===== src/rtl/field_extract_pipe.sv =====
// Registered static/dynamic field extractor with valid/ready handshake,
// selectable index-overflow handling and a saturating overflow counter.
module field_extract_pipe #(
  parameter int unsigned DATA_W   = 8,
  parameter int unsigned FIELD_W  = 3,
  parameter int unsigned IDX_W    = 4,
  parameter int unsigned STAT_MSB = 7,
  parameter int unsigned STAT_LSB = 4,
  parameter int unsigned CNT_W    = 8
) (
  input  logic                         clk,
  input  logic                         rst_n,
  input  logic                         in_valid,
  output logic                         in_ready,
  input  logic [DATA_W-1:0]            data_in,
  input  logic [IDX_W-1:0]             idx_in,
  input  logic [1:0]                   mode_in,
  output logic                         out_valid,
  input  logic                         out_ready,
  output logic [STAT_MSB-STAT_LSB:0]   stat_out,
  output logic [FIELD_W-1:0]           dyn_out,
  output logic                         ovf_out,
  input  logic                         clr_cnt,
  output logic [CNT_W-1:0]             ovf_cnt
);

  localparam int unsigned   LIM   = DATA_W - FIELD_W;
  localparam int unsigned   SEL_W = (DATA_W > 1) ? $clog2(DATA_W) : 1;
  localparam logic [IDX_W:0] LIM_V = (IDX_W+1)'(LIM);

  typedef enum logic [1:0] {
    MODE_ZERO    = 2'd0,
    MODE_WRAP    = 2'd1,
    MODE_CLAMP   = 2'd2,
    MODE_PARTIAL = 2'd3
  } mode_e;

  mode_e                       w_mode;
  logic                        w_accept;
  logic                        w_ovf;
  logic [FIELD_W-1:0]          w_dyn;
  logic [31:0]                 w_pos;
  logic                        w_en;

  logic                        r_valid;
  logic [STAT_MSB-STAT_LSB:0]  r_stat;
  logic [FIELD_W-1:0]          r_dyn;
  logic                        r_ovf;
  logic [CNT_W-1:0]            r_cnt;

  assign w_mode   = mode_e'(mode_in);
  assign in_ready = !r_valid || out_ready;
  assign w_accept = in_valid && in_ready;
  assign w_ovf    = ({1'b0, idx_in} > LIM_V);

  // Per-bit source position; w_en gates bits that must read as zero.
  always_comb begin
    w_dyn = '0;
    w_pos = '0;
    w_en  = 1'b0;
    for (int unsigned i = 0; i < FIELD_W; i++) begin
      w_en  = 1'b1;
      w_pos = 32'(idx_in) + i;
      if (w_ovf) begin
        case (w_mode)
          MODE_ZERO:    w_en  = 1'b0;
          MODE_WRAP:    w_pos = w_pos % DATA_W;
          MODE_CLAMP:   w_pos = LIM + i;
          MODE_PARTIAL: w_en  = (w_pos < DATA_W);
          default:      w_en  = 1'b0;
        endcase
      end
      w_dyn[i] = w_en & data_in[w_pos[SEL_W-1:0]];
    end
  end

  always_ff @(posedge clk or negedge rst_n) begin
    if (!rst_n) begin
      r_valid <= 1'b0;
      r_stat  <= '0;
      r_dyn   <= '0;
      r_ovf   <= 1'b0;
    end else if (w_accept) begin
      r_valid <= 1'b1;
      r_stat  <= data_in[STAT_MSB:STAT_LSB];
      r_dyn   <= w_dyn;
      r_ovf   <= w_ovf;
    end else if (out_ready) begin
      r_valid <= 1'b0;
    end
  end

  // A clear coinciding with an accepted overflow keeps that event.
  always_ff @(posedge clk or negedge rst_n) begin
    if (!rst_n) begin
      r_cnt <= '0;
    end else if (clr_cnt) begin
      r_cnt <= (w_accept && w_ovf) ? CNT_W'(1) : '0;
    end else if (w_accept && w_ovf && (r_cnt != '1)) begin
      r_cnt <= r_cnt + CNT_W'(1);
    end
  end

  assign out_valid = r_valid;
  assign stat_out  = r_stat;
  assign dyn_out   = r_dyn;
  assign ovf_out   = r_ovf;
  assign ovf_cnt   = r_cnt;

endmodule


===== config.mk =====
export PLATFORM = sky130hd
export DESIGN_NAME = field_extract_pipe
export DESIGN_NICKNAME = d
export VERILOG_FILES = /design/src/rtl/field_extract_pipe.sv
export SDC_FILE = /design/constraint.sdc
export NUM_CORES = 1
export LEC_CHECK = 0
export ABC_CLOCK_PERIOD_IN_PS = 1520
export CORE_MARGIN = 4
export CORE_UTILIZATION = 42
export CTS_CLUSTER_DIAMETER = 80
export DETAILED_ROUTE_END_ITERATION = 6
export GPL_ROUTABILITY_DRIVEN = 0
export HOLD_SLACK_MARGIN = 0.15
export PLACE_DENSITY = 0.85
export SLEW_MARGIN = 20
export SYNTH_ARGS = -nofsm -noshare
export SYNTH_HDL_FRONTEND = slang
export SYNTH_SLANG_ARGS = --single-unit

===== constraint.sdc =====
create_clock -name clk -period 1.52 [get_ports clk]
set_input_delay 0.304 -clock clk [delete_from_list [all_inputs] [get_ports clk]]
set_output_delay 0.304 -clock clk [all_outputs]
set_load 0.03 [all_outputs]

# [Word level (Yosys, flattened, before mapping)]
# Index checks and enable logic that the tools add are counted.
[totals] reg_bits=17 input_bits=19 out_inout_bits=18 wordCells=53
[op_classes] add_sub_neg=3 order_cmp=7 n_eq_ne=4 mux=23 bitwise_logic=3 n_reduce_logical=8
[ops] operator="case mux 3 bit (2 select lines)" count=3
[ops] operator="2-to-1 mux 8 bit" count=2
[ops] operator="< comparator 3 x 4 -> 1 bit (second input constant)" count=3
[ops] operator="< comparator 5 x 4 -> 1 bit (second input constant)" count=2
[ops] operator="binary-select mux 1 bit (select 3 bit)" count=3
[ops] operator="2-to-1 mux 1 bit" count=9
[ops] operator="2-to-1 mux 3 bit" count=3
[ops] operator="adder 8 x 1 -> 8 bit (second input constant)" count=1
[ops] operator="!= test 8 bit (second input constant)" count=1
[ops] operator="case mux 1 bit (2 select lines)" count=3
[ops] operator="adder 4 x 1 -> 5 bit (second input constant)" count=1
[ops] operator="adder 4 x 2 -> 5 bit (second input constant)" count=1
[ops] operator="equality test 2 bit (second input constant)" count=2
[ops] operator="> comparator 4 x 3 -> 1 bit (second input constant)" count=1
[ops] operator="< comparator 4 bit (second input constant)" count=1
[ops] operator="nonzero test 2 bit" count=2
[ops] operator="AND 1 bit" count=3
[ops] operator="logical AND 1 bit" count=3
[ops] operator="equality test 2 x 1 -> 1 bit (second input constant)" count=1
[ops] operator="logical NOT 2 bit" count=1
[ops] operator="logical NOT 1 bit" count=1
[ops] operator="logical OR 1 bit" count=1

# [Depth between registers and ports, before layout]
[depth] word_depth=7 ltp_mapped=8 ltp_nobuf=7

# [Worst setup path before layout]
# Ideal clock, no wire load.
[synth_path] path_type="input -> register" from="input idx_in[0]" to="register r_cnt[6] (netlist: ovf_cnt[6])" setup_ns=0.078 t_arrival_ns=1.880 t_required_ns=1.442 path_slack_ns=-0.437 cell_stages=7 path_buffers=1 cell_sequence="buf_2 -> inv_1 -> ha_1 -> nor3b_4 -> o211ai_4 -> or4_1 -> a21oi_1"
[synth_between] elab_chain_len=4
[synth_lines] item="from (decl)" line="16" rtl="input logic [IDX_W-1:0] idx_in,"
[synth_lines] item="> comparator 4 x 3 -> 1 bit" line="54" rtl="assign w_ovf = ({1'b0, idx_in} > LIM_V);"
[synth_lines] item="logical AND 1 bit (2 in series)" line="99" rtl="end else if (w_accept && w_ovf && (r_cnt != '1)) begin"
[synth_lines] item="nonzero test 2 bit (no source line)"
[synth_lines] item="to (signal assigned)" line="98" rtl="r_cnt <= (w_accept && w_ovf) ? CNT_W'(1) : '0;"
[synth_lines] item="to (signal assigned)" line="100" rtl="r_cnt <= r_cnt + CNT_W'(1);"
[synth_lines] item="to (decl)" line="49" rtl="logic [CNT_W-1:0] r_cnt;"
# No other way between the ends.
# A chain may end at the register's enable or synchronous reset.

# [Final worst setup path]
[layout_path] from="input idx_in[2]" to="register r_cnt[6] (netlist: ovf_cnt[6])"
# The elaborated chain is that of the path after synthesis.

==> results.toml <==
[layout]
diodes = 0
area_growth_pct = 66.0
fin_nets = 214
drive_gt1_share_pct = 39.2
instances_no_fill = 220
fin_area_mm2 = 0.00198
fin_util_pct = 72.3

[timing]
finalSetupViolCount = 0
slew_viol_final = 0
rsz0062_at_grt = "yes"
finalHoldViolCount = 0
clock.fmax_mhz = 661
max-slew-margin-rel_pct = 74.9
fin_crit_sh_pct = 99.5
post-route-min-period_ns = 1.51
skew_ns = 0.00242
hold_slack_ns = 0.319
worstMarginPinSlew_ns = 0.375

[worst_setup_path]
r2r_slack_ns = 0.03
r2r_start = "ovf_cnt[1]"
startpoint_type = "primary input"
cp_cell_sequence = "clkdlybuf4s15_1, nor3b_4, o211ai_4, or4_1, a21oi_2"
criticalPathCategory = "in2reg"
end_kind = "flop"
cp_max_fo = 8
cp.arrival_ns = 1.74
crit_slowest_cell = "or4_1"
r2r-end = "ovf_cnt[1]"
slowest_delay_ns = 0.52
rr_worst_depth = 6
worstPathRequired_ns = 1.75

[global_route]
grt_use_met1_pct = 21.8
grt_pass1_vias = 1255
grt_start_max_net_pins = 18
grt_most_used_layer = "met2"
grt_pass1_wl_um = 5570
grt_util_met3_pct = 2.31
use_met2_pct = 37.9
grt_overflow_total = 0
grtUsageTotal_pct = 19.8
antenna_found_initial = 0

[clock_tree]
numCtsBuffers = 3
clk_latency_ns = 0.29
clockRootBuffer = "clkbuf_4"
cts.htree.levels = 1
ctsHoldBuffers = 0
cts_tree = "done"
clockBufferDepth = 2
cts_sinks = 17
cts.reportedPaths.clkPinSlew_ns = 0.10

[power]
p_leak_nw = 0.874
ir_drop_mv = 0.682
total_power_mw = 1.30
powerDensity_mw_per_mm2 = 657

[status]
status = "completed"

[place]
place_area_mm2 = 0.00177
placedCellCount = 209
port_buffers = 36
hpwl_um = 2580

[yosys]
yosysSeqAreaShare_pct = 35.8
synth_edf_count = 0
synth_top_area_share_pct = 35.8
netlist_area_mm2 = 0.00119
synth_seq_cells = 17
ys.flop_type = "dfrtp_1"
synthTopCellsByArea = "dfrtp_1 (36%), mux2_2 (5.7%), mux4_2 (5.7%)"
synthArstFlopShare_pct = 100
synth-warning-count = 0
synth_cell_type_count = 39
synth.largest_area_cell = "dfrtp_1"
syn_area_per_cell_um2 = 9.60
syn_inst = 124
syn_nets = 148

[floorplanning]
coreArea_mm2 = 0.00273
die_y_um = 61.2
placementRows = 19
ioPinCount = 37
die_width_um = 61.2
die-area_mm2 = 0.00375
initial_utilization_pct = 43.5

[route]
routed_wl_um = 3480
vias = 1243
drtPass1Iterations = 4
wl_per_cell_um = 15.8
drt_iter0_drc = 23
drcViolationCount = 0
vias_per_cell = 5.65
ant_nets = 0

[flow_run]
maxCapViolations = 0

[hold_path]
worstHoldPathType = "in2async"
## cells in the mapped netlist (2+ instances only)
cell type,count
nand3_1,4
and3_1,2
o211ai_1,2
nor2_1,14
ha_1,5
a21oi_1,5
o21ai_0,6
xnor2_1,6
mux4_2,3
mux2_2,6
o22ai_1,2
clkbuf_1,2
a31oi_1,4
mux2i_1,4
nand2_1,12
nor3_1,2
nor2b_1,2
nor4_1,3
nand2b_1,2
dfrtp_1,17
inv_1,3
## worst max path at each step
stage,from,end,slack (ns),depth (start not counted)
after floorplan,idx_in[0],ovf_cnt[6],-0.17,7
after global placement,idx_in[0],ovf_cnt[7],-0.78,8
after detailed placement,idx_in[0],ovf_cnt[7],-0.87,7
after CTS,idx_in[0],ovf_cnt[6],-0.001,7
after global routing,idx_in[2],ovf_cnt[2],-0.08,6
final,idx_in[2],ovf_cnt[6],0.008,5
## power by group
group	internal (mW)	switching [mW]
sequential	0.497	0.0317
clock	0.102	0.142
combinational	0.247	0.279
## worst max-delay path, delay by kind of cell
kind                   cells  cell delay (ns)
and+or+nand+nor            2             0.87
AOI/OAI and AO/OA          2             0.31
buffers and inverters      1             0.25
## kinds of logic after synthesis
family | Yosys count | synth area share (%)
simple gates | 49 | 21.8
compound gates | 27 | 15.8
flops | 17 | 35.8
mux | 13 | 14.7
buf+inv | 7 | 2.31
xor+xnor | 6 | 4.42
fa+ha+maj | 5 | 5.26
## area by class of cell
cell class | instances | area [µm²]
inverters | 3 | 21.3
flip-flops and latches | 17 | 429
clock buffers | 4 | 26.3
multi-input cells | 100 | 896
well taps | 31 | 38.8
repair buffers | 65 | 564
fillers | 215 | 758
## placed cells by master (no fill, tap or decap), types with 2 or more instances in the layout
cell type	instances
buf_4	29
dlygate4sd2_1	18
dfrtp_1	14
nor2_1	13
nand2_1	12
clkdlybuf4s50_1	9
mux2_2	6
xnor2_1	5
o21ai_0	4
mux2i_1	4
mux4_2	3
a31oi_1	3
a21oi_1	3
nand3_1	3
ha_4	3
clkbuf_4	3
dlymetal6s2s_1	3
dfrtp_2	3
inv_6	2
o211ai_1	2
a21oi_2	2
o21ai_1	2
and3_1	2
nor3_1	2
nor4_2	2
ha_2	2
buf_8	2
clkbuf_2	2
## flip-flops by register name, summed over array words and instances (netlist names)
register   count
ovf_out        1
stat_out       4
dyn_out        3
ovf_cnt        8
out_valid      1
## per-stage QoR
step           TNS (ns)  setup slack [ns]
4_1_cts        -0.00115          -0.00115
3_5_place_dp      -9.63            -0.867
3_3_place_gp      -8.76            -0.776
6_report              0           0.00816
2_1_floorplan     -1.06            -0.171
5_1_grt          -0.364           -0.0810
## metal layers
metal,up-vias,wire [µm]
met1,593,1260
met4,0,55
met3,9,237
li1,592,-
met2,49,1930
met5,-,0
## what timing repair did
action / 4_1_cts / 5_1_grt
hold endpoints to repair: 0 / 0
setup endpoints to repair: 29 / 12
pin swaps: 7 / 14
setup buffers: 1 / 6
gates resized for setup: 45 / 28
No activity file was read; power rests on OpenSTA's default activity.
